## config.mk

```make
export PLATFORM = sky130hd
export DESIGN_NAME = stim_sequencer_flat
export DESIGN_NICKNAME = d
export VERILOG_FILES = /design/src/rtl/stim_sequencer_if.sv /design/src/rtl/stim_sequencer.sv /design/src/flat_wrapper.sv
export SDC_FILE = /design/constraint.sdc
export NUM_CORES = 1
export LEC_CHECK = 0
export CORE_ASPECT_RATIO = 0.8
export CORE_UTILIZATION = 40
export CTS_BUF_LIST = sky130_fd_sc_hd__clkbuf_16
export CTS_CLUSTER_DIAMETER = 50
export DETAILED_ROUTE_END_ITERATION = 10
export DONT_BUFFER_PORTS = 1
export PLACE_DENSITY = 0.63
export SYNTH_ARGS = -nofsm -noshare
export SYNTH_HDL_FRONTEND = slang
export SYNTH_SLANG_ARGS = --single-unit
```

## constraint.sdc

```tcl
create_clock -name clock -period 3.6 [get_ports clock]
set_input_delay 0.72 -clock clock [delete_from_list [all_inputs] [get_ports clock]]
set_output_delay 0.72 -clock clock [all_outputs]
set_load 0.005 [all_outputs]
```

## src/rtl/stim_sequencer_if.sv

```systemverilog
// Host/DUT-facing bundle for stim_sequencer: opcode write port, run control,
// the replayed vector stream and the hit-capture result.
interface stim_sequencer_if #(
  parameter int ADDR_W = 4,
  parameter int DATA_W = 8
) ();

  logic              wr_en;
  logic [ADDR_W-1:0] wr_addr;
  logic [DATA_W:0]   wr_data;
  logic [ADDR_W:0]   length;
  logic              start;
  logic              stop;
  logic              loop;
  logic              dut_out;

  logic [DATA_W-1:0] in_out;
  logic              obs_out;
  logic              vec_valid;
  logic [ADDR_W-1:0] vec_idx;
  logic              busy;
  logic              done;
  logic              hit;
  logic [ADDR_W-1:0] hit_idx;

  modport master (
    output wr_en, wr_addr, wr_data, length, start, stop, loop, dut_out,
    input  in_out, obs_out, vec_valid, vec_idx, busy, done, hit, hit_idx
  );

  modport slave (
    input  wr_en, wr_addr, wr_data, length, start, stop, loop, dut_out,
    output in_out, obs_out, vec_valid, vec_idx, busy, done, hit, hit_idx
  );

endinterface

```

## src/rtl/stim_sequencer.sv

```systemverilog
// On-chip opcode player: replays stored {obs, byte} vectors into a DUT and
// records the first vector index at which the DUT output fires.
// Optional continuous replay is enabled by defining STIM_SEQUENCER_LOOP_EN.
module stim_sequencer #(
  parameter int DEPTH  = 16,
  parameter int ADDR_W = 4,
  parameter int DATA_W = 8
) (
  input logic clock,
  input logic reset,
  stim_sequencer_if.slave bus
);

  localparam logic [1:0] ST_IDLE = 2'd0;
  localparam logic [1:0] ST_RUN  = 2'd1;
  localparam logic [1:0] ST_DONE = 2'd2;

  // Clamp a requested length to the memory depth and return the last index.
  function automatic logic [ADDR_W-1:0] last_index(input logic [ADDR_W:0] len);
    logic [ADDR_W:0] clipped;
    clipped = (len > (ADDR_W+1)'(DEPTH)) ? (ADDR_W+1)'(DEPTH) : len;
    return ADDR_W'(clipped - (ADDR_W+1)'(1));
  endfunction

  logic [DATA_W:0]   mem [DEPTH];

  logic [1:0]        state_p0;
  logic [ADDR_W-1:0] pc_p0;
  logic [ADDR_W-1:0] last_p0;

  logic [DATA_W-1:0] in_out_p1;
  logic              obs_p1;
  logic              vld_p1;
  logic [ADDR_W-1:0] vec_idx_p1;

  logic              hit_p2;
  logic [ADDR_W-1:0] hit_idx_p2;

  logic [DATA_W:0]   rd_word;
  logic              start_ok;
  logic              stop_ok;
  logic              at_last;
  logic              wrap;

  assign rd_word  = mem[pc_p0];
  assign start_ok = bus.start && !bus.stop && (state_p0 != ST_RUN) && (bus.length != '0);
  assign stop_ok  = bus.stop && (state_p0 != ST_IDLE);
  assign at_last  = (pc_p0 == last_p0);

`ifdef STIM_SEQUENCER_LOOP_EN
  assign wrap = bus.loop;
`else
  logic unused_loop;
  assign unused_loop = bus.loop;
  assign wrap        = 1'b0;
`endif

  // Opcode store: no reset, writes locked out while a run is replaying.
  always_ff @(posedge clock) begin
    if (bus.wr_en && (state_p0 != ST_RUN)) begin
      mem[bus.wr_addr] <= bus.wr_data;
    end
  end

  always_ff @(posedge clock) begin
    if (reset) begin
      state_p0   <= ST_IDLE;
      pc_p0      <= '0;
      last_p0    <= '0;
      in_out_p1  <= '0;
      obs_p1     <= 1'b0;
      vld_p1     <= 1'b0;
      vec_idx_p1 <= '0;
      hit_p2     <= 1'b0;
      hit_idx_p2 <= '0;
    end else begin
      // stage p2: first-hit capture from the vector currently on the bus
      if (vld_p1 && bus.dut_out && !hit_p2) begin
        hit_p2     <= 1'b1;
        hit_idx_p2 <= vec_idx_p1;
      end

      // stage p0 -> p1: sequencing and registered vector output
      case (state_p0)
        ST_IDLE: begin
          vld_p1 <= 1'b0;
          if (start_ok) begin
            state_p0   <= ST_RUN;
            pc_p0      <= '0;
            last_p0    <= last_index(bus.length);
            hit_p2     <= 1'b0;
            hit_idx_p2 <= '0;
          end
        end

        ST_RUN: begin
          if (bus.stop) begin
            state_p0  <= ST_IDLE;
            pc_p0     <= '0;
            in_out_p1 <= '0;
            obs_p1    <= 1'b0;
            vld_p1    <= 1'b0;
          end else begin
            in_out_p1  <= rd_word[DATA_W-1:0];
            obs_p1     <= rd_word[DATA_W];
            vec_idx_p1 <= pc_p0;
            vld_p1     <= 1'b1;
            if (at_last) begin
              pc_p0 <= '0;
              if (!wrap) begin
                state_p0 <= ST_DONE;
              end
            end else begin
              pc_p0 <= pc_p0 + ADDR_W'(1);
            end
          end
        end

        ST_DONE: begin
          vld_p1 <= 1'b0;
          if (stop_ok) begin
            state_p0  <= ST_IDLE;
            pc_p0     <= '0;
            in_out_p1 <= '0;
            obs_p1    <= 1'b0;
          end else if (start_ok) begin
            state_p0   <= ST_RUN;
            pc_p0      <= '0;
            last_p0    <= last_index(bus.length);
            hit_p2     <= 1'b0;
            hit_idx_p2 <= '0;
          end
        end

        default: begin
          state_p0 <= ST_IDLE;
          pc_p0    <= '0;
          vld_p1   <= 1'b0;
        end
      endcase
    end
  end

  assign bus.in_out    = in_out_p1;
  assign bus.obs_out   = obs_p1;
  assign bus.vec_valid = vld_p1;
  assign bus.vec_idx   = vec_idx_p1;
  assign bus.busy      = (state_p0 == ST_RUN);
  assign bus.done      = (state_p0 == ST_DONE);
  assign bus.hit       = hit_p2;
  assign bus.hit_idx   = hit_idx_p2;

endmodule

```

## src/flat_wrapper.sv

```systemverilog
// flat-port wrapper written by rule: the top's interface ports become plain ports
module stim_sequencer_flat 
#(
  parameter int DEPTH  = 16,
  parameter int ADDR_W = 4,
  parameter int DATA_W = 8
)
  (clock, reset, bus_wr_en, bus_wr_addr, bus_wr_data, bus_length, bus_start, bus_stop, bus_loop, bus_dut_out, bus_in_out, bus_obs_out, bus_vec_valid, bus_vec_idx, bus_busy, bus_done, bus_hit, bus_hit_idx);
  stim_sequencer_if #(.ADDR_W(ADDR_W), .DATA_W(DATA_W)) bus_i ();
  input logic clock;
  input logic reset;
  input wire logic [$bits(bus_i.wr_en)-1:0] bus_wr_en;
  input wire logic [$bits(bus_i.wr_addr)-1:0] bus_wr_addr;
  input wire logic [$bits(bus_i.wr_data)-1:0] bus_wr_data;
  input wire logic [$bits(bus_i.length)-1:0] bus_length;
  input wire logic [$bits(bus_i.start)-1:0] bus_start;
  input wire logic [$bits(bus_i.stop)-1:0] bus_stop;
  input wire logic [$bits(bus_i.loop)-1:0] bus_loop;
  input wire logic [$bits(bus_i.dut_out)-1:0] bus_dut_out;
  output wire logic [$bits(bus_i.in_out)-1:0] bus_in_out;
  output wire logic [$bits(bus_i.obs_out)-1:0] bus_obs_out;
  output wire logic [$bits(bus_i.vec_valid)-1:0] bus_vec_valid;
  output wire logic [$bits(bus_i.vec_idx)-1:0] bus_vec_idx;
  output wire logic [$bits(bus_i.busy)-1:0] bus_busy;
  output wire logic [$bits(bus_i.done)-1:0] bus_done;
  output wire logic [$bits(bus_i.hit)-1:0] bus_hit;
  output wire logic [$bits(bus_i.hit_idx)-1:0] bus_hit_idx;
  assign bus_i.wr_en = bus_wr_en;
  assign bus_i.wr_addr = bus_wr_addr;
  assign bus_i.wr_data = bus_wr_data;
  assign bus_i.length = bus_length;
  assign bus_i.start = bus_start;
  assign bus_i.stop = bus_stop;
  assign bus_i.loop = bus_loop;
  assign bus_i.dut_out = bus_dut_out;
  assign bus_in_out = bus_i.in_out;
  assign bus_obs_out = bus_i.obs_out;
  assign bus_vec_valid = bus_i.vec_valid;
  assign bus_vec_idx = bus_i.vec_idx;
  assign bus_busy = bus_i.busy;
  assign bus_done = bus_i.done;
  assign bus_hit = bus_i.hit;
  assign bus_hit_idx = bus_i.hit_idx;
  stim_sequencer #(.DEPTH(DEPTH), .ADDR_W(ADDR_W), .DATA_W(DATA_W)) u_core (.clock(clock), .reset(reset), .bus(bus_i));
endmodule
```

After elaboration in Yosys (flattened, before gate mapping)
Memories as Yosys holds them, arrays and structs flattened. A register that Yosys moved wholly into a read port is not among the register bits.
Cells that the tools add are included.

operators by class
  $add $sub $neg = 2
  magnitude comparators = 1
  equal/unequal tests = 7
  mux-type cells = 32
  bitwise gates (word level) = 2
  reductions and logical operators = 18

operators with widths
  operator             number
  $mux 4               11
  $mux 8               2
  $pmux 4 s2           2
  $pmux 8 s2           1
  $pmux 4 s3           1
  $mux 1               8
  $mux 2               4
  $logic_and 1x1->1    7
  $pmux 2 s3           1
  $reduce_and 2->1     3
  $reduce_bool 2->1    3
  $gt 5x5->1 const B   1
  $reduce_bool 5->1    1
  $add 4x1->4 const B  1
  $eq 4x4->1           1
  $ne 2x1->1 const B   2
  $pmux 1 s2           2
  $sub 4x1->4 const B  1
  $ne 3x2->1 const B   1
  $eq 2x1->1 const B   1
  $eq 2x2->1 const B   1
  $logic_not 1->1      2
  $logic_not 2->1      1
  $ne 2x2->1 const B   1
  2 further kinds      3

storage, ports and cells
  register bits = 29
  memory bits (writable) = 144
  output and inout port bits = 21
  logic and storage cells = 72
  memories = 1

memories
  memory      words  width  rd ports  clocked after memory_dff  write ports  line                  RTL
  u_core.mem  16     9      1         1                         1            stim_sequencer.sv:25  logic [DATA_W:0] mem [DEPTH];

Logic depth before layout (Yosys ltp)
Gate-level depths: netlist (run 1).

  depth after elaboration = 8
  gate-level depth with buffers = 7
  mapped depth without buffers = 5

Least setup slack after synthesis (run 1)
Ideal clock, no wire load.

  path type = input port to flip-flop
  start point = input port bus_wr_addr[1]
  end point = memory u_core.mem[0][0] (netlist name), enable pin
  setup time = 387 ps
  arrival = 1943 ps
  data required time = 3213 ps
  slack = 1270 ps
  stages on the path = 2
  path buffers = 0
  cell sequence = or4b_4 nor3_1

RTL lines
  what                line                  RTL
  start: declaration  flat_wrapper.sv:13    input wire logic [$bits(bus_i.wr_addr)-1:0] bus_wr_addr;
  end: declaration    stim_sequencer.sv:25

Straight into the memory's write port.

Worst setup path after layout (run 1)
  start point = register u_core.state_p0[1]
  end point = memory u_core.mem[8][1] (netlist name), enable pin

on the way
  cells in the longest elaborated chain, start to end = 4

RTL lines
  what                          line                  RTL
  start: declaration            stim_sequencer.sv:27  logic [1:0] state_p0;
  start signal: assignment      stim_sequencer.sv:67  state_p0 <= ST_IDLE;
  start signal: assignment      stim_sequencer.sv:88  state_p0 <= ST_RUN;
  start signal: assignment      stim_sequencer.sv:98  state_p0 <= ST_IDLE;
  $ne 2x1->1                    stim_sequencer.sv:60  if (bus.wr_en && (state_p0 != ST_RUN)) begin
  $logic_and 1x1->1             stim_sequencer.sv:60
  $mux 1                        stim_sequencer.sv:60
  $mux 1 (not written as such)  stim_sequencer.sv:61  mem[bus.wr_addr] <= bus.wr_data;

Every way passes these cells.

==> out/qor.txt, run 1 <==
initial antenna violation count = 0
clk sink count = 173
Synth top cells by count = edfxtp_1, mux2i_1, nor2_1
number of diodes = 0
syn_nets = 442
Worst Tran Pin Value = 1.14 ns
number of global-route vias before repair = 3692
critical path's largest stage delay = 0.69 ns
GRT Util Overall = 17.6%
reg-to-reg slack, setup = 1.08 ns
# Post-CTS Setup Buffers = 0
TritonCTS Buffers = 17
core region area = 16600 µm²
placed insts = 628
Max-Slew Margin vs Limit = 23.4%
post-route DRC violation count = 0
post-cts hold buffer count = 0
Routability Congestion = 0.765
synthesis-to-finish area growth = 12.4%
data required time of the critical path = 3.65 ns
post-synth cell types = 47
Fmax achieved = 397 MHz
Starting Density = 41.2%
post-detailed-placement half-perimeter wirelength = 9360 µm
CTS root buffer = clkbuf_16
nets = 454
DR top layer = met4
Post-Syn Area per Cell = 16.5 µm²
Hold Fails Final Rpt = 0
crit path max-delay cell type = nor2_1
top-count cell post-synth = edfxtp_1
yosys warns = 0
EDFF count, synth = 144
Post-synth top flop = edfxtp_1
maxcap violations = 0
WL final = 14300 µm
share of layout cells above drive strength 1 = 15.5%
Async SR Flop Fraction = 0%
worst hold-check path type = in2reg
CP endpoint kind = flop
row cnt = 42
Die X = 148 µm
Max Buffers Root-to-Sink = 2
setup TNS = 0 ns
die area = 17600 µm²
area leader, netlist = edfxtp_1
Port Buffer Count = 0
Pleak = 2.39 nW
top cell type's share of synthesized area = 63.2%
die height = 119 µm
PD cells = 532 nW/µm²
sequence of cells on the critical path = or2b_2 > inv_1 > or4b_4 > nor2_1
Setup WS pre-CTS = 1.09 ns
skew final = 0.0133 ns
status = completed
Max Transition Viols Final = 0
met2 wire len = 6590 µm
clock slew at reported path FFs = 0.06 ns
sequential area share after synthesis = 71.7%
RSZ-0062 raised after global routing = no
Area contributors post-synth = edfxtp_1, dfxtp_1, mux4_2
final setup margin = 1.08 ns
Remaining Overflow, GRT = 0
Resized Gates After CTS = 0
flops & latches, synth = 173
Max VDD drop = 0.324 mV
met3 WL post-DR = 1040 µm
mapped cell area = 6840 µm²
largest net degree at the start of global routing = 32
initial drt markers = 320
CTS tree = done
H-tree levels = 4
antenna violation net count after detailed routing = 0
CP startpoint kind = flop
Setup Crit Path Kind = reg2reg
wl on met1 = 6520 µm
vias = 3636
WP data arrival = 2.56 ns
final setup fails = 0
Crit Path Max Fanout = 9
Post-Syn Instances = 415
first-pass GRT wire length = 22000 µm
vias per cell = 5.51
Final Non-Filler Cells = 660
DR WL/cell = 21.7 µm
Period Utilization, post-route = 70.0%
detailed-router iteration count before antenna repair = 4
IO Pins = 46
Tmin final = 2.52 ns
insertion delay to the later sink of the worst-skew pair = 0.43 ns
## kinds of logic after synthesis
| logic type | after synthesis | synth area share (%) |
|---|---|---|
| AO/OA/AOI/OAI | 49 | 5.32 |
| XOR/XNOR | 6 | 0.768 |
| adder cells (fa/ha/maj) | 2 | 0.366 |
| buffers and inverters | 22 | 1.57 |
| flip-flops | 173 | 71.7 |
| multiplexers | 58 | 12.2 |
| AND/OR/NAND/NOR | 105 | 8.09 |
## placed cells by master (no fill, tap or decap), types with 6 or more instances in the layout
| master | synthesis | layout |
|---|---|---|
| nand3_1 | 11 | 11 |
| nor2_1 | 30 | 30 |
| clkbuf_16 | 0 | 17 |
| dfxtp_1 | 29 | 27 |
| o21ai_0 | 7 | 7 |
| a22oi_1 | 13 | 13 |
| mux4_2 | 20 | 20 |
| nand2_1 | 18 | 18 |
| edfxtp_1 | 144 | 144 |
| a21oi_1 | 10 | 10 |
| mux2i_1 | 37 | 37 |
| nand4_1 | 19 | 19 |
| buf_4 | 1 | 11 |
| inv_1 | 4 | 6 |
## metal layers
| metal | up-vias | GRT usage [%] |
|---|---|---|
| met1 | 1824 | 25.0 |
| met4 | 0 | 7.15 |
| met2 | 127 | 25.7 |
| met3 | 14 | 4.33 |
| li1 | 1671 | - |
| met5 | - | 0 |
## metrics by stage
step	hold slack (ns)	power [mW]	area, µm²	utilization, %
floorplan	0.442	2.31	6840	-
global placement	0.462	2.33	7110	42.8
detailed placement	0.470	2.34	7110	42.8
CTS	0.339	4.12	7690	46.3
global route	0.340	4.21	7690	46.3
finish	0.353	4.09	7690	46.3
## worst paths after layout
path                            cells past startpoint              endpoint                  from
worst max register to register                      4      u_core.mem[8][1]    u_core.state_p0[1]
worst max-delay path                                4      u_core.mem[8][1]    u_core.state_p0[1]
worst min register to register                      2  u_core.bus.in_out[7]  u_core.bus.in_out[7]
worst min-delay path                                1     u_core.last_p0[0]                 reset
## flip-flops by register name, indices dropped and copies added, names as in the netlist
name and flops:
u_core.mem 144, u_core.bus.in_out 8, u_core.bus.hit_idx 4, u_core.bus.vec_idx 4, u_core.last_p0 4, u_core.pc_p0 4, u_core.state_p0 2, u_core.bus.hit 1
u_core.bus.obs_out 1, u_core.bus.vec_valid 1
## report_power, final
part	internal [mW]	leakage, nW	switching (mW)
registers	2.19	1.54	0.0136
clock network	1.07	0.276	0.728
logic	0.0328	0.574	0.0510
## critical path, delay by kind of cell, from the launching register on
family        cells  cell delay (ns)
simple gates      3             1.50
flops             1             0.46
buf+inv           1             0.18
## final cells by class
class	count	area, µm²
tap	220	275
clock buffer	17	425
timing repair buffer	11	82.6
clock inverter	15	156
inverter	4	15.0
multi-input combinational	220	1830
sequential	173	4910
fill	1425	8920
Note: power is estimated with default switching activity, not from simulation.
==> run 2: changes to the inputs <==
==> constraint.sdc (replaced) <==
create_clock -name clock -period 2.4 [get_ports clock]
set_input_delay 0.48 -clock clock [delete_from_list [all_inputs] [get_ports clock]]
set_output_delay 0.48 -clock clock [all_outputs]
set_load 0.005 [all_outputs]
==> run 2 against run 1 <==
Effect of this change:
- global-route usage is 0.17 points higher
- first-iteration DRC count is 12% higher
- design area is 1.1% higher
- via count is 2.2% higher
- critical endpoint is now u_core.mem[10][7]
- highest routed layer unchanged
- largest cell class unchanged
- worst setup slack worse by 0.82 ns
- die area stayed put
==> out/qor.txt, run 2 (synthesis gave the netlist of run 1 again) <==
status = completed
die height = 119 µm (unchanged)
CTS root buffer = clkbuf_16
post-detailed-placement half-perimeter wirelength = 9680 µm (+3.4%)
Max Transition Viols Final = 0 (unchanged)
register with the most flip-flops = u_core.mem
P_int = 4.79 mW (+45%)
Hold Fails Final Rpt = 0 (unchanged)
IO Pins = 46 (unchanged)
first-pass GRT wire length = 22300 µm (+1.4%)
WP data arrival = 2.18 ns (-0.38 ns)
commonest non-fill, non-tap cell in the layout = edfxtp_1
CP startpoint kind = flop
clock share of power = 43.3% (-0.7 points)
maxcap violations = 0 (unchanged)
RR Startpoint = u_core.state_p0[1]
Sequential Power Share = 54.6% (+0.7 points)
Worst Tran Pin Value = 1.02 ns (-0.122 ns)
CTS tree = done
skew final = 0.0102 ns (-0.00303 ns)
Crit Path Max Fanout = 9 (unchanged)
post-route DRC violation count = 0 (unchanged)
Fmax achieved = 468 MHz (+18%)
share of layout cells above drive strength 1 = 18.2% (+2.8 points)
synthesis-to-finish area growth = 13.6%
DR WL/cell = 21.6 µm (-0.52%)
clk sink count = 173 (unchanged)
die area = 17600 µm² (unchanged)
TritonCTS Buffers = 17 (unchanged)
met2 Track Usage GR = 26.2% (+0.47 points)
# Post-CTS Setup Buffers = 0 (unchanged)
Tmin final = 2.14 ns (-0.379 ns)
max FFs per register = 144 (unchanged)
PD cells = 780 nW/µm² (+47%)
setup TNS = 0 ns (unchanged)
Setup WS pre-CTS = 0.241 ns (-0.846 ns)
Max Buffers Root-to-Sink = 2 (unchanged)
initial antenna violation count = 0 (unchanged)
final setup margin = 0.261 ns (-0.821 ns)
post-cts hold buffer count = 0 (unchanged)
grt met1 use = 25.1% (+0.052 points)
Remaining Overflow, GRT = 0 (unchanged)
Max-Slew Margin vs Limit = 31.6% (+8.2 points)
detailed-router iteration count before antenna repair = 6 (+2)
worst hold-check path type = in2reg
final setup fails = 0 (unchanged)
number of diodes = 0 (unchanged)
WL final = 14500 µm (+0.99%)
largest net degree at the start of global routing = 40 (+25%)
RSZ-0062 raised after global routing = no
Port Buffer Count = 0 (unchanged)
commonest non-fill, non-tap cells in the layout = edfxtp_1, mux2i_1, nor2_1, dfxtp_1, mux4_2
Die X = 148 µm (unchanged)
Routability Congestion = 0.763 (-0.27%)
clock slew at reported path FFs = 0.06 ns (about the same)
core region area = 16600 µm² (unchanged)
M3 GR Usage = 5.40% (+1.1 points)
H-tree levels = 4 (unchanged)
vias = 3717 (+2.2%)
initial drt markers = 357 (+12%)
Period Utilization, post-route = 89.1% (+19 points)
insertion delay to the later sink of the worst-skew pair = 0.43 ns (about the same)
GRT Util Overall = 17.7% (+0.17 points)
row cnt = 42 (unchanged)
switching part of the total = 21.1% (+1.7 points)
CP startpoint = u_core.state_p0[1]
nets = 464 (+2.2%)
min-delay src = reset
Comb pwr share = 2.2% (+0.2 points)
number of global-route vias before repair = 3688 (-0.11%)
global routing's busiest layer = met2
Max VDD drop = 0.539 mV (+66%)
antenna violation net count after detailed routing = 0 (unchanged)
P_sw = 1.28 mW (+61%)
Pleak = 2.43 nW (+2.0%)
data required time of the critical path = 2.44 ns (-1.21 ns)
Resized Gates After CTS = 0 (unchanged)
Starting Density = 41.2% (unchanged)
Setup Crit Path Kind = reg2reg
vias per cell = 5.55 (+0.70%)
CP endpoint kind = flop
## run 2: final cells by class
cell class                      instances  area, µm²
Fill cell                            1439       8830
Sequential cell                       173       4910
Multi-Input combinational cell        220       1830
Clock buffer                           17        425
Tap cell                              220        275
Timing Repair Buffer                   21        183
Clock inverter                         15        140
Inverter                                4       15.0
## run 2: path summary, 6_finish.rpt
check,end,slack [ns],cells after the start
max,u_core.mem[10][7],0.26,3
min,u_core.bus.vec_idx[2],0.12,1
min reg2reg,u_core.bus.in_out[7],0.47,2
max reg2reg,u_core.mem[10][7],0.26,3
## run 2: power groups by stage
| stage | clock network (mW) | registers (mW) | logic, mW |
|---|---|---|---|
| after global placement | 0 | 3.37 | 0.129 |
| after global routing | 2.80 | 3.31 | 0.146 |
| after CTS | 2.66 | 3.31 | 0.133 |
| final | 2.62 | 3.31 | 0.131 |
| after detailed placement | 0 | 3.38 | 0.133 |
| after floorplan | 0 | 3.37 | 0.101 |
## run 2: per-stage QoR
| step | cells | utilization, % | power (mW) | cell area, µm² | hold WS [ns] |
|---|---|---|---|---|---|
| 2_1_floorplan | 415 | - | 3.47 | 6840 | 0.442 |
| 3_3_place_gp | 638 | 43.4 | 3.50 | 7210 | 0.466 |
| 3_5_place_dp | 638 | 43.4 | 3.51 | 7210 | 0.467 |
| 4_1_cts | 670 | 46.8 | 6.10 | 7770 | 0.104 |
| 5_1_grt | 670 | 46.8 | 6.26 | 7770 | 0.0977 |
| 6_report | 670 | 46.8 | 6.06 | 7770 | 0.123 |
## run 2: worst max-delay path, stage by stage, from the launching register on
cell and delay [ns]:
dfxtp_1 0.45, or2b_2 0.25, nand4b_1 0.24, nor2_1 0.82
## run 2: routing by layer
metal / vias up / routed length [µm] / share of wire (%)
met5: - / 0 / 0
met4: 0 / 132 / 0.91
met3: 11 / 1040 / 7.2
met2: 115 / 6850 / 47
met1: 1900 / 6450 / 45
li1: 1691 / - / -
